**src/rtl/fetch_unit_if.sv**
```systemverilog
// Fetch-stage bus: instruction-memory address/data, redirect input and the
// {instr, pc} valid/ready handshake towards decode.
interface fetch_unit_if;
  logic [31:0] imem_addr;
  logic [31:0] imem_data;
  logic        redirect_valid;
  logic [31:0] redirect_target;
  logic        instr_valid;
  logic        instr_ready;
  logic [31:0] instr;
  logic [31:0] instr_pc;
  logic        fetch_halted;

  modport master (
    output imem_addr,
    input  imem_data,
    input  redirect_valid,
    input  redirect_target,
    output instr_valid,
    input  instr_ready,
    output instr,
    output instr_pc,
    output fetch_halted
  );

  modport slave (
    input  imem_addr,
    output imem_data,
    output redirect_valid,
    output redirect_target,
    input  instr_valid,
    output instr_ready,
    input  instr,
    input  instr_pc,
    input  fetch_halted
  );
endinterface

```
**src/rtl/fetch_unit.sv**
```systemverilog
// Instruction-fetch stage: owns the PC, reads the combinational instruction
// memory and buffers {pc, word} in a small in-order queue for decode.
module fetch_unit #(
  parameter logic [31:0] RESET_PC   = 32'h0000_0000,
  parameter int          DEPTH      = 2,
  parameter int          IMEM_BYTES = 36
) (
  input  logic         clk,
  input  logic         reset,
  fetch_unit_if.master bus
);

  localparam int             PW         = $clog2(DEPTH);
  localparam logic [PW:0]    DEPTH_CNT  = (PW+1)'(DEPTH);
  localparam logic [PW:0]    CNT_ONE    = (PW+1)'(1);
  localparam logic [PW-1:0]  PTR_ONE    = PW'(1);
  localparam logic [32:0]    IMEM_LIMIT = 33'(IMEM_BYTES);

  logic [31:0]   pc;
  logic [PW-1:0] rd_ptr;
  logic [PW-1:0] wr_ptr;
  logic [PW:0]   count;
  logic [31:0]   q_instr [DEPTH];
  logic [31:0]   q_pc    [DEPTH];

  logic halted;
  logic valid;
  logic push;
  logic pop;

  // A full queue may still accept a word when decode drains the head this cycle.
  always_comb begin
    halted = ({1'b0, pc} + 33'd4) > IMEM_LIMIT;
    valid  = (count != '0);
    pop    = valid && bus.instr_ready;
    push   = !reset && !bus.redirect_valid && !halted && ((count < DEPTH_CNT) || pop);
  end

  assign bus.imem_addr    = pc;
  assign bus.fetch_halted = halted;
  assign bus.instr_valid  = valid;
  assign bus.instr        = valid ? q_instr[rd_ptr] : 32'h0;
  assign bus.instr_pc     = valid ? q_pc[rd_ptr]    : 32'h0;

  always_ff @(posedge clk) begin
    if (reset) begin
      pc     <= RESET_PC;
      count  <= '0;
      rd_ptr <= '0;
      wr_ptr <= '0;
    end else if (bus.redirect_valid) begin
      // A same-cycle pop is already accepted by decode; the flush discards the rest.
      pc     <= {bus.redirect_target[31:2], 2'b00};
      count  <= '0;
      rd_ptr <= '0;
      wr_ptr <= '0;
    end else begin
      if (push) begin
        pc     <= pc + 32'd4;
        wr_ptr <= wr_ptr + PTR_ONE;
      end
      if (pop) begin
        rd_ptr <= rd_ptr + PTR_ONE;
      end
      case ({push, pop})
        2'b10:   count <= count + CNT_ONE;
        2'b01:   count <= count - CNT_ONE;
        default: count <= count;
      endcase
    end
  end

  always_ff @(posedge clk) begin
    if (push) begin
      q_instr[wr_ptr] <= bus.imem_data;
      q_pc[wr_ptr]    <= pc;
    end
  end

endmodule

```
**src/flat_wrapper.sv**
```systemverilog
// flat-port wrapper written by rule: the top's interface ports become plain ports
module fetch_unit_flat 
#(
  parameter logic [31:0] RESET_PC   = 32'h0000_0000,
  parameter int          DEPTH      = 2,
  parameter int          IMEM_BYTES = 36
)
  (clk, reset, bus_imem_addr, bus_imem_data, bus_redirect_valid, bus_redirect_target, bus_instr_valid, bus_instr_ready, bus_instr, bus_instr_pc, bus_fetch_halted);
  fetch_unit_if bus_i ();
  input  logic clk;
  input  logic reset;
  output wire logic [$bits(bus_i.imem_addr)-1:0] bus_imem_addr;
  input wire logic [$bits(bus_i.imem_data)-1:0] bus_imem_data;
  input wire logic [$bits(bus_i.redirect_valid)-1:0] bus_redirect_valid;
  input wire logic [$bits(bus_i.redirect_target)-1:0] bus_redirect_target;
  output wire logic [$bits(bus_i.instr_valid)-1:0] bus_instr_valid;
  input wire logic [$bits(bus_i.instr_ready)-1:0] bus_instr_ready;
  output wire logic [$bits(bus_i.instr)-1:0] bus_instr;
  output wire logic [$bits(bus_i.instr_pc)-1:0] bus_instr_pc;
  output wire logic [$bits(bus_i.fetch_halted)-1:0] bus_fetch_halted;
  assign bus_imem_addr = bus_i.imem_addr;
  assign bus_i.imem_data = bus_imem_data;
  assign bus_i.redirect_valid = bus_redirect_valid;
  assign bus_i.redirect_target = bus_redirect_target;
  assign bus_instr_valid = bus_i.instr_valid;
  assign bus_i.instr_ready = bus_instr_ready;
  assign bus_instr = bus_i.instr;
  assign bus_instr_pc = bus_i.instr_pc;
  assign bus_fetch_halted = bus_i.fetch_halted;
  fetch_unit #(.RESET_PC(RESET_PC), .DEPTH(DEPTH), .IMEM_BYTES(IMEM_BYTES)) u_core (.clk(clk), .reset(reset), .bus(bus_i));
endmodule
```
**config.mk**
```make
export PLATFORM = sky130hd
export DESIGN_NAME = fetch_unit_flat
export DESIGN_NICKNAME = d
export VERILOG_FILES = /design/src/rtl/fetch_unit_if.sv /design/src/rtl/fetch_unit.sv /design/src/flat_wrapper.sv
export SDC_FILE = /design/constraint.sdc
export NUM_CORES = 1
export LEC_CHECK = 0
export CAP_MARGIN = 20
export CORE_MARGIN = 2
export CORE_UTILIZATION = 35
export DETAILED_ROUTE_END_ITERATION = 6
export SYNTH_ARGS = -nofsm -noshare
export SYNTH_HDL_FRONTEND = slang
export SYNTH_SLANG_ARGS = --single-unit
```
**constraint.sdc**
```tcl
create_clock -name clk -period 8.3 [get_ports clk]
set_clock_uncertainty 0.2 [all_clocks]
set_input_delay 0.83 -clock clk [delete_from_list [all_inputs] [get_ports clk]]
set_output_delay 0.83 -clock clk [all_outputs]
set_load 0.05 [all_outputs]
```
==> results.cfg <==
[die]
rows = 50
dieArea_mm2 = 0.0204
num_io_pins = 166
fp.coreArea_mm2 = 0.0188
fp.dieH_um = 143
start_util_pct = 35.8
die_w_um = 143

[timing]
rsz0062_at_grt = false
finalHoldViolCount = 0
worst_slew_pin_slew_ns = 0.945
slew_viol_final = 0
max_freq_ghz = 0.197
relSlewSlack_pct = 37.0
post-route-period-util_pct = 61.1
tns_ns = 0
fin_crit_ns = 5.08
setup_viol = 0

[yosys]
yosysTopAreaCell = edfxtp_1
yosys-top-cells-area = edfxtp_1 55%, mux2i_1 13%, dfxtp_1 10%, nor2_1 5.7%, xnor2_1 1.3%
ys_seq_elements = 159
synth-simple-area-share_pct = 11.7
synth_area_per_cell_um2 = 13.2
synth_top_family_by_area = multiplexers
synth_xor_area_share_pct = 1.82
yosysUniqueCellTypes = 50
yosysWarnings = 0
syn-instance-count = 512
synth-main-ff-cell = edfxtp_1
yosysSeqAreaShare_pct = 65.6
yosysMostFrequentCell = edfxtp_1
synth_compound_area_share_pct = 4.47
synth-edff-count = 124
async_flop_share_pct = 0
synth_fa_ha_area_share_pct = 0.557
synth_area_mm2 = 0.00674
netlist_top_cells_count = 124 x edfxtp_1, 102 x nor2_1, 88 x mux2i_1, 35 x dfxtp_1, 14 x inv_1
synth.area.mux_share_pct = 13.1
yosysTopAreaCellShare_pct = 55.2

[drt]
ant_nets = 0
top_layer_used = met4
drc = 0
wl_met3_um = 902
totalWireLength_mm = 16.2
drtIter0Drc = 255
firstDrtPassIters = 4
wl_met2_mm = 8.04
vias = 4689
wl_met1_mm = 7.00
routed_via_density = 4.96
wl_per_cell_um = 17.1

[layout]
drive_gt1_share_pct = 7.45
diodes = 0
nFillCells = 1641
fin_nets = 743
syn_to_final_growth_pct = 36.3
final_area_mm2 = 0.00919

[grt]
grt_pass1_wl_mm = 25.0
grt_overflow_total = 0
antenna_found_initial = 0
grt_max_degree = 63
grtUsageTotal_pct = 16.2
grt_pass1_vias = 4729

[hold_path]
holdPathStages = 2
holdCritPathClass = reg -> reg
worstHoldEndpoint = u_core.wr_ptr$_SDFFE_PP0P_
hp-start = u_core.wr_ptr$_SDFFE_PP0P_

[power_and_ir_drop]
ir_drop_mv = 0.141
p_leak_nw = 3.06
p_per_area_mw_per_mm2 = 193

[placement]
place_hpwl_mm = 10.8
io_buffers = 159
placed_area_mm2 = 0.00859
globalplace.congestion = 0.913

[setup_path]
crit_path_end_kind = output port
cp_data_required_time_ns = 7.27
cp_max_fo = 9
rr_startpoint = u_core.bus.imem_addr[2]$_SDFFE_PP0P_
critPathKind = reg -> out
start_kind = register
r2r_setup_slack_ns = 3.76
r2r_cells = 9
critPathArrivalTime_ns = 4.05
r2r_end = u_core.q_instr[0][11]$_DFFE_PP_
critPathLaunch = u_core.bus.imem_addr[2]$_SDFFE_PP0P_

[flow_run]
drv_cap = 0

[outcome]
status = finished clean

[clock_network]
clk_path_buf_depth = 2
postCtsSetupBuffers = 0
cts_made_buffers = 17
clockRootBuffer = clkbuf_16
h-tree-depth = 4
path_clk_slew_ns = 0.06
cts.sinks = 159
cts_tree = yes
clk_latency_ns = 0.42
ctsResizeCount = 0
cts_hold_buf = 0
[registers in the layout, summed over array words and instances, names as in the netlist, named ones only]
| name | cells |
|---|---|
| u_core.wr_ptr | 1 |
| u_core.bus.imem_addr | 30 |
| u_core.q_instr | 64 |
| u_core.count | 2 |
| u_core.rd_ptr | 1 |
| u_core.q_pc | 60 |
[worst max-delay path: stages (launching register included)]
cell and delay [ns]:
dfxtp_1 0.53, ha_1 0.37, nand4_2 0.23, nand4bb_4 0.34, nor4_2 0.39, o22ai_1 0.14
nor4_1 0.66, nand4_1 0.20, clkdlybuf4s50_1 0.77
[report_power, final]
| group | leakage (nW) | internal [mW] | total [mW] | switching, mW |
|---|---|---|---|---|
| sequential | 1.39 | 0.867 | 0.891 | 0.0244 |
| clock | 0.286 | 0.444 | 0.746 | 0.302 |
| combinational | 1.38 | 0.0607 | 0.133 | 0.0723 |
| total | 3.06 | 1.37 | 1.77 | 0.399 |
[worst max-delay path by stage]
stage | endpoint | cells after the start
after detailed placement | bus_fetch_halted | 8
after global placement | bus_fetch_halted | 8
after CTS | bus_fetch_halted | 8
final | bus_fetch_halted | 8
after floorplan | u_core.q_instr[1][0]$_DFFE_PP_ | 8
after global routing | bus_fetch_halted | 8
[routing by layer]
| metal | track usage (%) | vias to the layer above |
|---|---|---|
| met5 | 0 | - |
| met4 | 6.20 | 0 |
| met3 | 3.76 | 23 |
| met2 | 27.5 | 165 |
| met1 | 20.1 | 2287 |
| li1 | - | 2214 |
[placed cells by master (no fill, tap or decap), drive strengths merged, types with 4 or more instances in the layout]
cell type | synthesis | routed
nand3 | 10 | 10
conb | 1 | 4
clkbuf | 11 | 25
nand2 | 11 | 11
xnor2 | 10 | 10
and4 | 9 | 9
nor3 | 6 | 6
o21ai | 11 | 11
edfxtp | 124 | 124
buf | 16 | 7
clkdlybuf4s50 | 0 | 158
and3 | 5 | 5
xor2 | 4 | 4
dfxtp | 35 | 35
nor2 | 102 | 102
nor4 | 6 | 6
a311oi | 6 | 6
a21oi | 6 | 6
mux2i | 88 | 88
nand4 | 7 | 7
inv | 14 | 19
[layout make-up]
class,count,area (µm²),area share [%]
Multi-Input combinational cell,315,2160,23.5
Tap cell,260,325,3.54
Clock buffer,25,528,5.75
Inverter,14,52.6,0.572
Sequential cell,159,4430,48.2
Clock inverter,7,46.3,0.504
Timing Repair Buffer,165,1650,18.0
[cell families after synthesis]
logic type | count (synthesis)
xor gates and xnor gates | 14
buffers and inverters | 41
AOI/OAI and AO/OA | 43
adders and majority gates | 3
muxes | 88
and+or+nand+nor | 163
DFF | 159
other | 1
[through the flow]
stage	setup slack (ns)	utilization (%)	hold WS, ns	instances	power, mW
2_1_floorplan	0.785	-	0.254	515	0.975
3_3_place_gp	3.80	45.6	0.262	912	1.04
3_5_place_dp	3.76	45.6	0.270	912	1.04
4_1_cts	3.27	48.7	0.285	944	1.79
5_1_grt	2.93	48.8	0.301	945	1.83
6_report	3.22	48.8	0.292	945	1.77
Power figures use the tool's default switching activity.
==> edit 1, RTL diff (config.mk and constraints unchanged) <==
`DEPTH` is set to 2 in 2 places; all go to 4.
--- a/src/rtl/fetch_unit.sv
+++ b/src/rtl/fetch_unit.sv
@@ -2,7 +2,7 @@
 // memory and buffers {pc, word} in a small in-order queue for decode.
 module fetch_unit #(
   parameter logic [31:0] RESET_PC   = 32'h0000_0000,
-  parameter int          DEPTH      = 2,
+  parameter int          DEPTH      = 4,
   parameter int          IMEM_BYTES = 36
 ) (
   input  logic         clk,
--- a/src/flat_wrapper.sv
+++ b/src/flat_wrapper.sv
@@ -2,7 +2,7 @@
 module fetch_unit_flat 
 #(
   parameter logic [31:0] RESET_PC   = 32'h0000_0000,
-  parameter int          DEPTH      = 2,
+  parameter int          DEPTH      = 4,
   parameter int          IMEM_BYTES = 36
 )
   (clk, reset, bus_imem_addr, bus_imem_data, bus_redirect_valid, bus_redirect_target, bus_instr_valid, bus_instr_ready, bus_instr, bus_instr_pc, bus_fetch_halted);
Formal check against the unedited RTL: not equivalent (a bounded check fails within 4 cycles, from zero or initial values and one cycle with reset high).
==> edit 1 against the original RTL <==
Routed wire length is 55% higher; register-to-register slack better by 60 ps; utilization is 3.8 points lower; synthesized area is 72% higher; die area is 70% higher; worst setup slack worse by 830 ps; sequential cell count is 128 higher; count of clock-buffer cells in the layout is 15 higher; final area is 60% higher; total power is 74% higher; global-route usage is 1.6 points lower.
==> edit 1: results (changes against the original RTL) <==
nets: 901 (+21%)
Cell variety after synth: 53 (+6.0%)
Post-DP HPWL: 14.5 mm (+35%)
Root Buffer: clkbuf_16
dpl cell area: 13700 sq um (+59%)
met3 usage: 2.84% (-0.92 points)
Initial DRC Count: 390 (+53%)
status: completed
R2R Path End: u_core.q_instr[1][12]$_DFFE_PP_
origin of the worst setup path: u_core.bus.imem_addr[3]$_SDFFE_PP0P_
first-pass GRT wire length: 38.4 mm (+54%)
Worst EP arrival: 4880 ps (+830 ps)
sequential area share after synthesis: 70.9% (+5.3 points)
WL/cell: 19.4 um (+13%)
Largest register FFs: 128 (+100%)
Global Route Usage Sum: 14.6% (-1.6 points)
worst-path maximum fanout: 10 (+1)
Metal-1 WL: 11.1 mm (+59%)
clk buf depth: 3 (+1)
clock latency on the worst-skew pair: 550 ps (+130 ps)
Met2 Wirelength: 12.0 mm (+50%)
Clock H-tree levels: 1 (-3)
Post-synth EDFFs: 248 (+100%)
First-pass DRT Iterations: 5 (+1)
Sw Ratio: 21.1% (-1.4 points)
share of cells above drive strength 1: 15.3% (+7.9 points)
Leakage: 4.68 nW (+53%)
GP Congestion: 0.733 (-20%)
hold path start: u_core.count[2]$_SDFFE_PN0P_
Inserted Clock Buffers: 31 (+14)
vias in the first global route: 6510 (+38%)
vias per inst: 4.92 (-0.81%)
Resized cells post-CTS: 0 (unchanged)
met3 WL post-DR: 1.44 mm (+59%)
met1 Use GR: 19.5% (-0.62 points)
largest net degree at the start of global routing: 65 (+3.2%)
synth top area cells: edfxtp_1 (64%), mux4_2 (12%), dfxtp_1 (6.7%)
Max stage delay on crit path: 740 ps (-30 ps)
max_slew headroom: 28.6% (-8.4 points)
Top reg by flops: u_core.q_instr
Hold Path Sink: u_core.count[2]$_SDFFE_PN0P_
critical path endpoint: bus_fetch_halted
met2 Usage GRT: 24.8% (-2.7 points)
peak supply drop: 0.000154 V (+9.2%)
reg2reg setup slack: 3820 ps (+60 ps)
Post-synth top cells: edfxtp_1 (248), and2_1 (66), mux4_2 (62), nor2_1 (40), dfxtp_1 (39)
-- edit 1: cell types whose count changed after synthesis, moves of 4 or more --
cell      change
ha_1          +4
nor2_1       -62
edfxtp_1    +124
and2_1       +66
mux2i_1      -58
dfxtp_1       +4
a311oi_1      -5
clkbuf_1     +11
o21ai_0       -4
mux4_2       +62
-- edit 1: worst min-delay path, delay by kind of cell (launching register included) --
kind	cells	cell delay, ps
DFF	1	330
AOI/OAI and AO/OA	2	140
-- edit 1: cell families (layout without fill, tap and decap cells) --
family | count (synthesis) | after routing | share of synthesized area [%]
other cells | 1 | 4 | 0.0323
compound gates | 38 | 38 | 2.33
buf+inv | 50 | 237 | 1.78
flops | 287 | 287 | 70.9
xor+xnor | 13 | 13 | 0.982
simple gates | 170 | 170 | 8.39
fa+ha+maj | 8 | 8 | 0.928
mux | 92 | 92 | 14.6
-- edit 1: power groups by stage --
stage	combinational (mW)	sequential (mW)	clock (mW)
2_1_floorplan	0.0488	1.65	0
3_3_place_gp	0.143	1.63	0
3_5_place_dp	0.144	1.63	0
4_1_cts	0.145	1.60	1.36
5_1_grt	0.154	1.61	1.42
6_report	0.143	1.60	1.33
-- edit 1: through the flow --
stage                     utilization (%)  hold WS [ps]  std cells  total power, mW  setup WS [ps]
after floorplan                         -           267        662             1.70           2940
after global placement               41.9           294       1234             1.78           3040
after CTS                            45.0           318       1291             3.11           2390
final                                45.0           313       1291             3.08           2390
after detailed placement             41.9           309       1234             1.78           3010
after global routing                 45.0           352       1291             3.18           2140
-- edit 1: area by class of cell --
type	instances	area, sq um
well taps	442	553
multi-input cells	325	3200
inverters	13	48.8
fillers	2865	17900
repair buffers	167	1650
flip-flops and latches	287	8240
clock inverters	17	169
clock buffers	40	820
==> edit 2, RTL diff (same settings) <==
Without the edit above. Reset style: asynchronous (`reset`), changed in one clocked block.
--- a/src/rtl/fetch_unit.sv
+++ b/src/rtl/fetch_unit.sv
@@ -42,7 +42,7 @@
   assign bus.instr        = valid ? q_instr[rd_ptr] : 32'h0;
   assign bus.instr_pc     = valid ? q_pc[rd_ptr]    : 32'h0;
 
-  always_ff @(posedge clk) begin
+  always_ff @(posedge clk or posedge reset) begin
     if (reset) begin
       pc     <= RESET_PC;
       count  <= '0;
Behaviour: differs if reset is asserted again (counterexample within 4 cycles, from zero or initial values and one cycle with reset high); with reset held inactive, the same outputs for 4 cycles.
==> edit 2 against the original RTL <==
Combinational power is 32% higher; highest routed layer unchanged; synthesized area up 2.2%; final area rose by 1.9%; routed wire length increased by 4.1%; total power grew 4.7%; sequential cell count is 1 lower; non-clock buffer count shrank 2; final cell count fell by 2.1%; sequential power grew 2.7%; synthesized cell count fell by 4.9%; die area rose by 2.2%; global-route usage grew 0.13 points; register-to-register slack got worse by 120 ps; worst setup slack gained 49 ps.
==> edit 2: results (changes against the original RTL) <==
status: completed
Global Route Usage Sum: 16.3% (+0.13 points)
Psw: 0.454 mW (+14%)
GP Congestion: 0.850 (-6.8%)
Leakage: 3.06 nW (+0.18%)
reg2reg setup slack: 3640 ps (-120 ps)
Post-synth top cells: edfxtp_1 (124), nor2_1 (71), mux2i_1 (63), dfrtp_1 (34), mux2_2 (25)
largest net degree at the start of global routing: 64 (+1.6%)
clk buf depth: 2 (unchanged)
WL/cell: 18.2 um (+6.3%)
Metal-1 WL: 7.60 mm (+8.7%)
Layout fillers: 1774 (+8.1%)
share of cells above drive strength 1: 12.3% (+4.8 points)
Post-DP HPWL: 10.9 mm (+1.3%)
synth top area cells: edfxtp_1 (54%), dfrtp_1 (12%), mux2i_1 (9.1%)
dpl cell area: 8750 sq um (+1.9%)
total number of vias: 4555 (-2.9%)
Met2 Wirelength: 8.36 mm (+4.0%)
first-pass GRT wire length: 25.7 mm (+2.7%)
Post-CTS Setup Repair Bufs: 0 (unchanged)
Cell variety after synth: 61 (+22%)
vias in the first global route: 4723 (-0.13%)
nets: 717 (-3.5%)
worst reg-to-reg path cell count: 7 (-2)
worst-path maximum fanout: 10 (+1)
worst hold stages: 1 (-1)
Worst EP arrival: 4000 ps (-50 ps)
sequential area share after synthesis: 66.4% (+0.75 points)
peak supply drop: 0.000138 V (-2.3%)
-- edit 2: worst paths after layout --
kind                                                startpoint                                    to
max reg2reg                u_core.bus.imem_addr[6]$_DFFE_PP0P_          u_core.q_pc[0][16]$_DFFE_PP_
max                        u_core.bus.imem_addr[6]$_DFFE_PP0P_                      bus_fetch_halted
min                                  u_core.wr_ptr$_DFFE_PP0P_             u_core.wr_ptr$_DFFE_PP0P_
min reg2reg                          u_core.wr_ptr$_DFFE_PP0P_             u_core.wr_ptr$_DFFE_PP0P_
max in group asynchronous                                reset  u_core.bus.imem_addr[18]$_DFFE_PP0P_
min in group asynchronous                                reset             u_core.rd_ptr$_DFFE_PP0P_
-- edit 2: metrics by stage --
step,std cells,setup slack [ps],utilization (%),total power [mW],hold WS (ps)
finish,925,3270,48.3,1.85,372
global placement,892,3610,45.1,1.10,341
global route,925,3080,48.3,1.92,394
detailed placement,892,3600,45.1,1.11,364
floorplan,490,2660,-,1.02,284
CTS,924,3290,48.1,1.87,380
-- edit 2: power groups by stage --
stage | registers (mW) | logic [mW] | clock network, mW
after floorplan | 0.964 | 0.0554 | 0
after global placement | 0.930 | 0.174 | 0
after detailed placement | 0.932 | 0.177 | 0
after CTS | 0.915 | 0.178 | 0.781
after global routing | 0.920 | 0.187 | 0.810
final | 0.915 | 0.176 | 0.763
-- edit 2: layout make-up --
| type | count | area [sq um] | area share [%] |
|---|---|---|---|
| clock inverter | 13 | 140 | 1.50 |
| inverter | 6 | 22.5 | 0.241 |
| multi-input combinational | 301 | 2210 | 23.6 |
| tap | 265 | 332 | 3.54 |
| sequential | 158 | 4580 | 48.9 |
| clock buffer | 19 | 443 | 4.73 |
| timing repair buffer | 163 | 1640 | 17.5 |
-- edit 2: worst max-delay path, stage by stage, from the launching register on --
cell and delay (ps):
dfrtp_1 530, and3_1 520, nand2_2 160, nor4_1 420, mux2_2 420, nor4_4 530
nand3_1 230, clkdlybuf4s50_1 770
-- edit 2: logic make-up after synthesis --
group	count (synthesis)	synth area share, %
and+or+nand+nor	160	12.9
DFF	158	66.4
muxes	88	13.2
AOI/OAI and AO/OA	41	4.28
buffers and inverters	31	2.01
xor gates and xnor gates	6	0.762
adders and majority gates	2	0.363
other	1	0.0544
-- edit 2: metal layers --
layer / vias up / global-route usage (%)
li1: 2159 / -
met1: 2267 / 21.5
met2: 113 / 26.9
met3: 16 / 3.44
met4: 0 / 5.52
met5: - / 0
